===== config.mk =====
export PLATFORM = sky130hd
export DESIGN_NAME = reg_load_arbiter_flat
export DESIGN_NICKNAME = d
export VERILOG_FILES = /design/src/rtl/reg_load_arbiter_if.sv /design/src/rtl/reg_load_arbiter.sv /design/src/flat_wrapper.sv
export SDC_FILE = /design/constraint.sdc
export NUM_CORES = 1
export LEC_CHECK = 0
export ABC_AREA = 1
export ABC_CLOCK_PERIOD_IN_PS = 1880
export CAP_MARGIN = 25
export CELL_PAD_IN_SITES_DETAIL_PLACEMENT = 0
export CELL_PAD_IN_SITES_GLOBAL_PLACEMENT = 2
export CORE_MARGIN = 10
export CORE_UTILIZATION = 25
export DETAILED_ROUTE_END_ITERATION = 8
export HOLD_SLACK_MARGIN = 0.08
export PLACE_DENSITY_LB_ADDON = 0.1
export SETUP_SLACK_MARGIN = 0.15
export SLEW_MARGIN = 30
export SYNTH_ARGS = -nofsm -noshare
export SYNTH_HDL_FRONTEND = slang
export SYNTH_SLANG_ARGS = --single-unit

===== constraint.sdc =====
create_clock -name i_clk -period 1.88 [get_ports i_clk]
set_clock_uncertainty 0.1 [all_clocks]
set_input_delay 0.376 -clock i_clk [delete_from_list [all_inputs] [get_ports i_clk]]
set_output_delay 0.376 -clock i_clk [all_outputs]
set_load 0.01 [all_outputs]

===== src/rtl/reg_load_arbiter_if.sv =====
// reg_load_arbiter_if: request/data/ack bundle between requesters and the shared-register arbiter
interface reg_load_arbiter_if #(
  parameter int N_REQ = 4,
  parameter int WIDTH = 4
);
  localparam int IW = (N_REQ > 1) ? $clog2(N_REQ) : 1;
  logic [N_REQ-1:0]       req;
  logic [N_REQ*WIDTH-1:0] data;
  logic [N_REQ-1:0]       ack;
  logic [WIDTH-1:0]       reg_d;
  logic                   reg_ce;
  logic [IW-1:0]          grant_id;
  logic                   busy;
  modport master (output req, data, input ack, reg_d, reg_ce, grant_id, busy);
  modport slave  (input req, data, output ack, reg_d, reg_ce, grant_id, busy);
endinterface


===== src/rtl/reg_load_arbiter.sv =====
// reg_load_arbiter: round-robin arbiter loading one shared CE register, then a four-phase REQ/ACK with the winner
module reg_load_arbiter #(
  parameter int N_REQ = 4,
  parameter int WIDTH = 4,
  parameter int HOLD  = 2
) (
  input logic              i_clk,
  input logic              i_rst_n,
  reg_load_arbiter_if.slave bus
);
  localparam int IW = (N_REQ > 1) ? $clog2(N_REQ) : 1;
  localparam int CW = $clog2(HOLD + 1) + 1;
  typedef enum logic [1:0] {IDLE, LOAD, ACKW, COOL} state_t;
  state_t           r_state, w_next;
  logic [IW-1:0]    r_last, r_gid, w_win, w_idx;
  logic             w_found;
  logic [WIDTH-1:0] r_d;
  logic             r_ce, r_busy;
  logic [N_REQ-1:0] r_ack;
  logic [CW-1:0]    r_cnt;
  logic [WIDTH-1:0] w_data [N_REQ];
  genvar g;
  for (g = 0; g < N_REQ; g++) begin : g_data
    assign w_data[g] = bus.data[g*WIDTH +: WIDTH];
  end
  // Scan farthest-to-nearest from LAST so the nearest set request after LAST is the final pick
  always_comb begin
    w_found = 1'b0;
    w_win   = '0;
    w_idx   = '0;
    for (int k = N_REQ; k >= 1; k--) begin
      w_idx = IW'((int'(r_last) + k) % N_REQ);
      if (bus.req[w_idx]) begin
        w_found = 1'b1;
        w_win   = w_idx;
      end
    end
  end
  // Next-state logic; only the granted requester's REQ matters once busy
  always_comb begin
    w_next = r_state;
    case (r_state)
      IDLE:    w_next = w_found ? LOAD : IDLE;
      LOAD:    w_next = ACKW;
      ACKW:    w_next = bus.req[r_gid] ? ACKW : ((HOLD > 0) ? COOL : IDLE);
      COOL:    w_next = (r_cnt == '0) ? IDLE : COOL;
      default: w_next = IDLE;
    endcase
  end
  // State register
  always_ff @(posedge i_clk or negedge i_rst_n) begin
    if (!i_rst_n) r_state <= IDLE;
    else          r_state <= w_next;
  end
  // Registered outputs, grant capture and cooldown counter (preloaded outside COOL)
  always_ff @(posedge i_clk or negedge i_rst_n) begin
    if (!i_rst_n) begin
      r_last <= IW'(N_REQ - 1);
      r_gid  <= '0;
      r_d    <= '0;
      r_ce   <= 1'b0;
      r_busy <= 1'b0;
      r_ack  <= '0;
      r_cnt  <= '0;
    end else begin
      r_ce   <= (w_next == LOAD);
      r_busy <= (w_next != IDLE);
      r_ack  <= (w_next == ACKW) ? (N_REQ'(1) << r_gid) : '0;
      r_cnt  <= (r_state != COOL) ? CW'((HOLD > 0) ? HOLD - 1 : 0) : r_cnt - CW'(1);
      if (r_state == IDLE && w_found) begin
        r_d    <= w_data[w_win];
        r_gid  <= w_win;
        r_last <= w_win;
      end
    end
  end
  assign bus.ack      = r_ack;
  assign bus.reg_d    = r_d;
  assign bus.reg_ce   = r_ce;
  assign bus.grant_id = r_gid;
  assign bus.busy     = r_busy;
endmodule


===== src/flat_wrapper.sv =====
// flat-port wrapper written by rule: the top's interface ports become plain ports
module reg_load_arbiter_flat 
#(
  parameter int N_REQ = 4,
  parameter int WIDTH = 4,
  parameter int HOLD  = 2
)
  (i_clk, i_rst_n, bus_req, bus_data, bus_ack, bus_reg_d, bus_reg_ce, bus_grant_id, bus_busy);
  reg_load_arbiter_if #(.N_REQ(N_REQ), .WIDTH(WIDTH)) bus_i ();
  input logic i_clk;
  input logic i_rst_n;
  input wire logic [$bits(bus_i.req)-1:0] bus_req;
  input wire logic [$bits(bus_i.data)-1:0] bus_data;
  output wire logic [$bits(bus_i.ack)-1:0] bus_ack;
  output wire logic [$bits(bus_i.reg_d)-1:0] bus_reg_d;
  output wire logic [$bits(bus_i.reg_ce)-1:0] bus_reg_ce;
  output wire logic [$bits(bus_i.grant_id)-1:0] bus_grant_id;
  output wire logic [$bits(bus_i.busy)-1:0] bus_busy;
  assign bus_i.req = bus_req;
  assign bus_i.data = bus_data;
  assign bus_ack = bus_i.ack;
  assign bus_reg_d = bus_i.reg_d;
  assign bus_reg_ce = bus_i.reg_ce;
  assign bus_grant_id = bus_i.grant_id;
  assign bus_busy = bus_i.busy;
  reg_load_arbiter #(.N_REQ(N_REQ), .WIDTH(WIDTH), .HOLD(HOLD)) u_core (.i_clk(i_clk), .i_rst_n(i_rst_n), .bus(bus_i));
endmodule

* Yosys cells after proc, flatten, opt, wreduce, memory -nomap -nowiden *
Index checks and enable logic that the tools add are counted.

storage, ports and cells
  logic and storage cells = 58
  bits in registers = 19
  bits of input ports = 22
  output and inout port bits = 12

operators by class
  reduce and logical (&&, ||, !) cells = 4
  multiplexer cells = 27
  eq/ne operators = 6
  bitwise operators = 1
  $add $sub $neg = 5
  shifts and indexed selects = 1
  magnitude comparators = 6

operators with widths
  kind                                                        number
  less-than comparator 2 x 3 -> 1 bit, second input constant  5
  two-way mux 4 bit                                           3
  two-way mux 1 bit                                           11
  binary-select mux 1 bit (select 2 bit)                      5
  two-way mux 2 bit                                           5
  binary-select mux 4 bit (select 2 bit)                      1
  one-hot mux 2 bit (4 select lines)                          1
  equality test 2 bit, second input constant                  3
  adder 2 x 1 -> 2 bit, second input constant                 2
  adder 2 bit, second input constant                          2
  equality test 2 x 1 -> 1 bit, second input constant         2
  left shift 1 x 2 -> 4 bit, first input constant             1
  >= comparator 3 bit, second input constant                  1
  logical NOT 3 bit                                           1
  two-way mux 3 bit                                           1
  NOT 2 -> 3 bit                                              1
  subtractor 3 x 1 -> 3 bit, second input constant            1
  logical NOT 2 bit                                           1
  != test 2 bit, second input constant                        1
  nonzero test 2 bit                                          1
  logical AND 1 bit                                           1

* Longest topological paths before layout *
  depth after elaboration = 11
  depth in mapped cells = 15
  mapped depth without buffers = 14

* Least setup slack after synthesis *
OpenSTA, ideal clock, no wires.

  path kind = register to register
  start = register u_core.r_last[0]
  end = register u_core.r_d[0], in the netlist u_core.bus.reg_d[0]
  required time = 1.664 ns
  setup time = 0.116 ns
  cell stages (with the launch flop) = 15
  path slack = 0.177 ns
  path buffers = 1
  arrival time = 1.486 ns
  cells stage by stage = dfstp_2 -> buf_6 -> inv_6 -> nand2_1 -> nand2_2 -> nand2_2 -> nand2_1 -> inv_2 -> nand3_4 -> nand2_4 -> nand2_1 -> nand3_1 -> nand2_1 -> nand2_1 -> nand2_1

on the way
  cells in the longest elaborated chain, start to end = 11
  elaborated cells between the ends (all ways) = 25
  those cells by class = add/sub (4); mux (19); bitwise (1); reduce/logical (1)

ends and longest elaborated chain
  element                                               line                    text
  start, declared                                       reg_load_arbiter.sv:15  logic [IW-1:0] r_last, r_gid, w_win, w_idx;
  start signal, assigned                                reg_load_arbiter.sv:58  r_last <= IW'(N_REQ - 1);
  start signal, assigned                                reg_load_arbiter.sv:73  r_last <= w_win;
  adder 2 x 1 -> 2 bit                                  reg_load_arbiter.sv:32  w_idx = IW'((int'(r_last) + k) % N_REQ);
  binary-select mux 1 bit (select 2 bit)                reg_load_arbiter.sv:33  if (bus.req[w_idx]) begin
  two-way mux 1 bit (not written as such)               reg_load_arbiter.sv:33
  two-way mux 2 bit (4 in a row)                        reg_load_arbiter.sv:33
  NOT 2 -> 3 bit (not written as such)                  reg_load_arbiter.sv:71  r_d <= w_data[w_win];
  binary-select mux 4 bit (select 2 bit)                reg_load_arbiter.sv:71
  two-way mux 4 bit (not written as such) (2 in a row)  reg_load_arbiter.sv:71
  end signal, assigned                                  reg_load_arbiter.sv:71
  end, declared                                         reg_load_arbiter.sv:17  logic [WIDTH-1:0] r_d;

Several ways; a longest one is shown, not always the timed one. The select of a mux whose other input is x is not followed.
A chain may end at the register's enable or synchronous reset.

* Worst setup path in the final report *
  start = register u_core.r_last[0]
  end = register u_core.r_d[1], in the netlist u_core.bus.reg_d[1]

Same word-level chain as after synthesis.

==> results by group <==
Outcome
  • Status: complete, no violations

Route
  • Wire length per cell: around 13 µm
  • Vias/cell: between 4 and 5
  • DR DRC count: 0
  • First-pass iteration count of the detailed router: 4
  • Routed wire length: 3.852 mm
  • Via count: 1,316
  • ANT nets after route: 0
  • Drt initial violations: 38

Power
  • P_leak: roughly 1.1 nW
  • Worst IR Drop VDD: ~560 µV
  • Power density cells: ~1800 nW/µm²

Run
  • Maxcap violations: 0

Global routing
  • First-pass GRT wire length: about 6.5 mm
  • Largest net degree at the start of global routing: 14
  • Initial antenna violation count: 0
  • Overall Global Routing Usage: 0.09483
  • Number of global-route vias before repair: 1,382
  • GR Overflow Total: 0

Worst hold path
  • Hold Path Class: primary input to asynchronous set/reset pin

Finish
  • Layout overhead on the synthesized area: 84.65%
  • Ratio of cells with drive above 1 in the final layout: 0.4213
  • # nets final: between 200 and 300
  • Ant diodes: 0
  • Final core utilization: 0.4782

Setup path
  • Critical path's slowest cell: dfstp_2
  • CP Cell Sequence: buf_12 > inv_8 > nand2_2 > nand2_4 > nand2_4 > nand2_4 > nand2_8 > nand3_4 > nand2_4 > nand2_1 > nand3_1 > nand2_1 > nand2_1 > nand2_1
  • Startpoint Class: flop
  • Critical Path Sink Type: flop
  • WP data required: 1920 ps
  • CP Class: flop to flop
  • Worst-path fanout max: 7
  • Crit path DAT: approximately 1900 ps
  • CP max stage delay: ~560 ps

Yosys
  • Main synth FF type: dfrtp_1
  • Top cells by area, synth: dfrtp_1 35%, nand2_1 16%, nand3_1 11%, inv_1 10%, dfstp_2 4.3%
  • Sequential area share after synthesis: 0.3882
  • Cell Area, Synth: 1231 µm²
  • Syn Inst Count: ~170
  • Top post-synthesis cells by count: 52 x nand2_1, 34 x inv_1, 27 x nand3_1
  • Unique masters post-synth: 23
  • Ys async rst share: 1.000
  • Synth area leader: dfrtp_1
  • Synth Warn #: 0
  • Most common cell in the netlist: nand2_1
  • EDFF count, synth: 0
  • Post-synthesis area per instance: approximately 7.2 µm²
  • Synth Register Bits: 19
  • Synth top area share: 0.3455
  • Net count after synthesis: between 150 and 200

Clock tree
  • TritonCTS buffer count: 3
  • CTS Buffer Depth: 2
  • Clk_lat worst skew: between 200 and 300 ps
  • CTS Sinks: 19
  • CTS root buf: clkbuf_8
  • Number of H-tree levels: 1
  • CTS tree: done
  • Clk slew on worst S/H paths: 70 ps
  • Hold_buf cts: 0

Floorplanning
  • Io pins: 34
  • Die H: 90.18 µm
  • Row count: 25
  • Core Area: about 4800 µm²
  • Die ar.: about 8100 µm²
  • Chip Width: roughly 90 µm
  • Initial Util: 0.2589

STA
  • F_max: between 500 and 600 MHz
  • Final Cycle Share: 0.9957
  • Hold_ws: 300.5 ps
  • Fin. Hold Viols: 0
  • Max transition margin: 0.7550
  • RSZ-0062 raised after global routing: true
  • Setup violators final: 0
  • Fin crit period: between 1500 and 2000 ps
  • Final Max Tran Viols: 0
  • Measured slew at the worst slew-check pin: ~370 ps

Placement
  • Final HPWL DP: between 2 and 3 mm
  • # port buffers: 33
  • Routability cong.: 0.7413
[per-layer routing]
layer / share of wire / up-vias / wire (µm) / track usage
li1: - / 656 / - / -
met5: 0 / - / 0 / 0
met3: 0.063 / 6 / 243 / 0.03408
met4: 0.017 / 0 / 66 / 0.02653
met2: 0.49 / 38 / 1888 / 0.1544
met1: 0.43 / 616 / 1653 / 0.1146
[cell type report]
| type | instances | area (µm²) |
|---|---|---|
| Fill cell | 471 | 2481 |
| Sequential cell | 19 | 479.2 |
| Clock buffer | 4 | 45.04 |
| Timing Repair Buffer | 59 | 585.6 |
| Tap cell | 67 | 83.83 |
| Multi-Input combinational cell | 116 | 925.9 |
| Inverter | 37 | 153.9 |
[stage by stage]
stage	instances	setup slack [ps]	setup TNS [ps]	cell area (µm²)	total power, mW
after detailed placement	285	-363.3	-2708	1752	2.677
final	302	8.030	0	2273	4.097
after global routing	302	-127.0	-849.6	2273	4.460
after CTS	295	10.91	0	2037	3.592
after floorplan	172	177.4	0	1231	1.968
after global placement	285	-352.3	-2586	1752	2.656
[flip-flops by register name, indices dropped and copies added, names as in the netlist]
signal / count
u_core.bus.ack: 4
u_core.r_state: 2
u_core.bus.reg_ce: 1
u_core.r_last: 2
u_core.bus.grant_id: 2
u_core.bus.reg_d: 4
u_core.r_cnt: 3
u_core.bus.busy: 1
[worst max-delay path: cells and delay by family (launching register included)]
family        cells  cell delay [ps]
buf+inv           2              180
simple gates     12              910
flops             1              560
[final timing paths]
path                                                 endpoint  slack (ps)  depth (start not counted)                         start
max                           u_core.bus.reg_d[1]$_DFFE_PN0P_           8                         14  u_core.r_last[0]$_DFFE_PN1P_
min                           u_core.bus.reg_d[1]$_DFFE_PN0P_         300                          1                       i_rst_n
max reg2reg                   u_core.bus.reg_d[1]$_DFFE_PN0P_           8                         14  u_core.r_last[0]$_DFFE_PN1P_
min reg2reg                         u_core.r_cnt[0]$_DFF_PN0_         340                          1     u_core.r_cnt[0]$_DFF_PN0_
max in group asynchronous  u_core.bus.grant_id[0]$_DFFE_PN0P_         870                          2                       i_rst_n
min in group i_clk                  u_core.r_cnt[0]$_DFF_PN0_         340                          1     u_core.r_cnt[0]$_DFF_PN0_
[cells in the final DEF (no fill, tap or decap)]
cell / instances
a21boi_4: 1
a21oi_1: 1
a21oi_4: 1
a31oi_4: 1
buf_12: 3
buf_4: 18
buf_6: 5
clkbuf_1: 1
clkbuf_8: 3
clkdlybuf4s50_1: 30
dfrtp_1: 16
dfrtp_2: 1
dfstp_2: 2
dlygate4sd2_1: 1
dlymetal6s2s_1: 2
ha_1: 2
inv_1: 31
inv_2: 4
inv_8: 2
nand2_1: 31
nand2_2: 16
nand2_4: 11
nand2_8: 4
nand3_1: 10
nand3_2: 14
nand3_4: 5
nor2_1: 4
nor2_2: 1
nor2_4: 1
nor3_2: 2
nor3_4: 1
o21ai_0: 4
o21ai_1: 2
o21ai_2: 2
o21ai_4: 1
xnor2_1: 1
[where the power goes]
group	total, mW	internal [mW]	switching [mW]
Combinational	3.11	1.36	1.75
Clock	0.280	0.150	0.130
Sequential	0.704	0.588	0.116
Total	4.10	2.10	2.00
[kinds of logic (layout without fill, tap and decap cells)]
group	after synthesis	after routing	share of synthesized area
AOI/OAI and AO/OA	13	13	0.07723
xor gates and xnor gates	1	1	0.007115
adders and majority gates	2	2	0.02032
buffers and inverters	39	100	0.1321
DFF	19	19	0.3882
and+or+nand+nor	98	100	0.3750
[timing repair]
action | CTS | global route
pin swaps | 21 | 16
setup buffers | 4 | 6
gates cloned | 2 | 1
resized for setup | 47 | 43
setup endpoints to repair | 14 | 16
No activity file was read; power rests on OpenSTA's default activity.
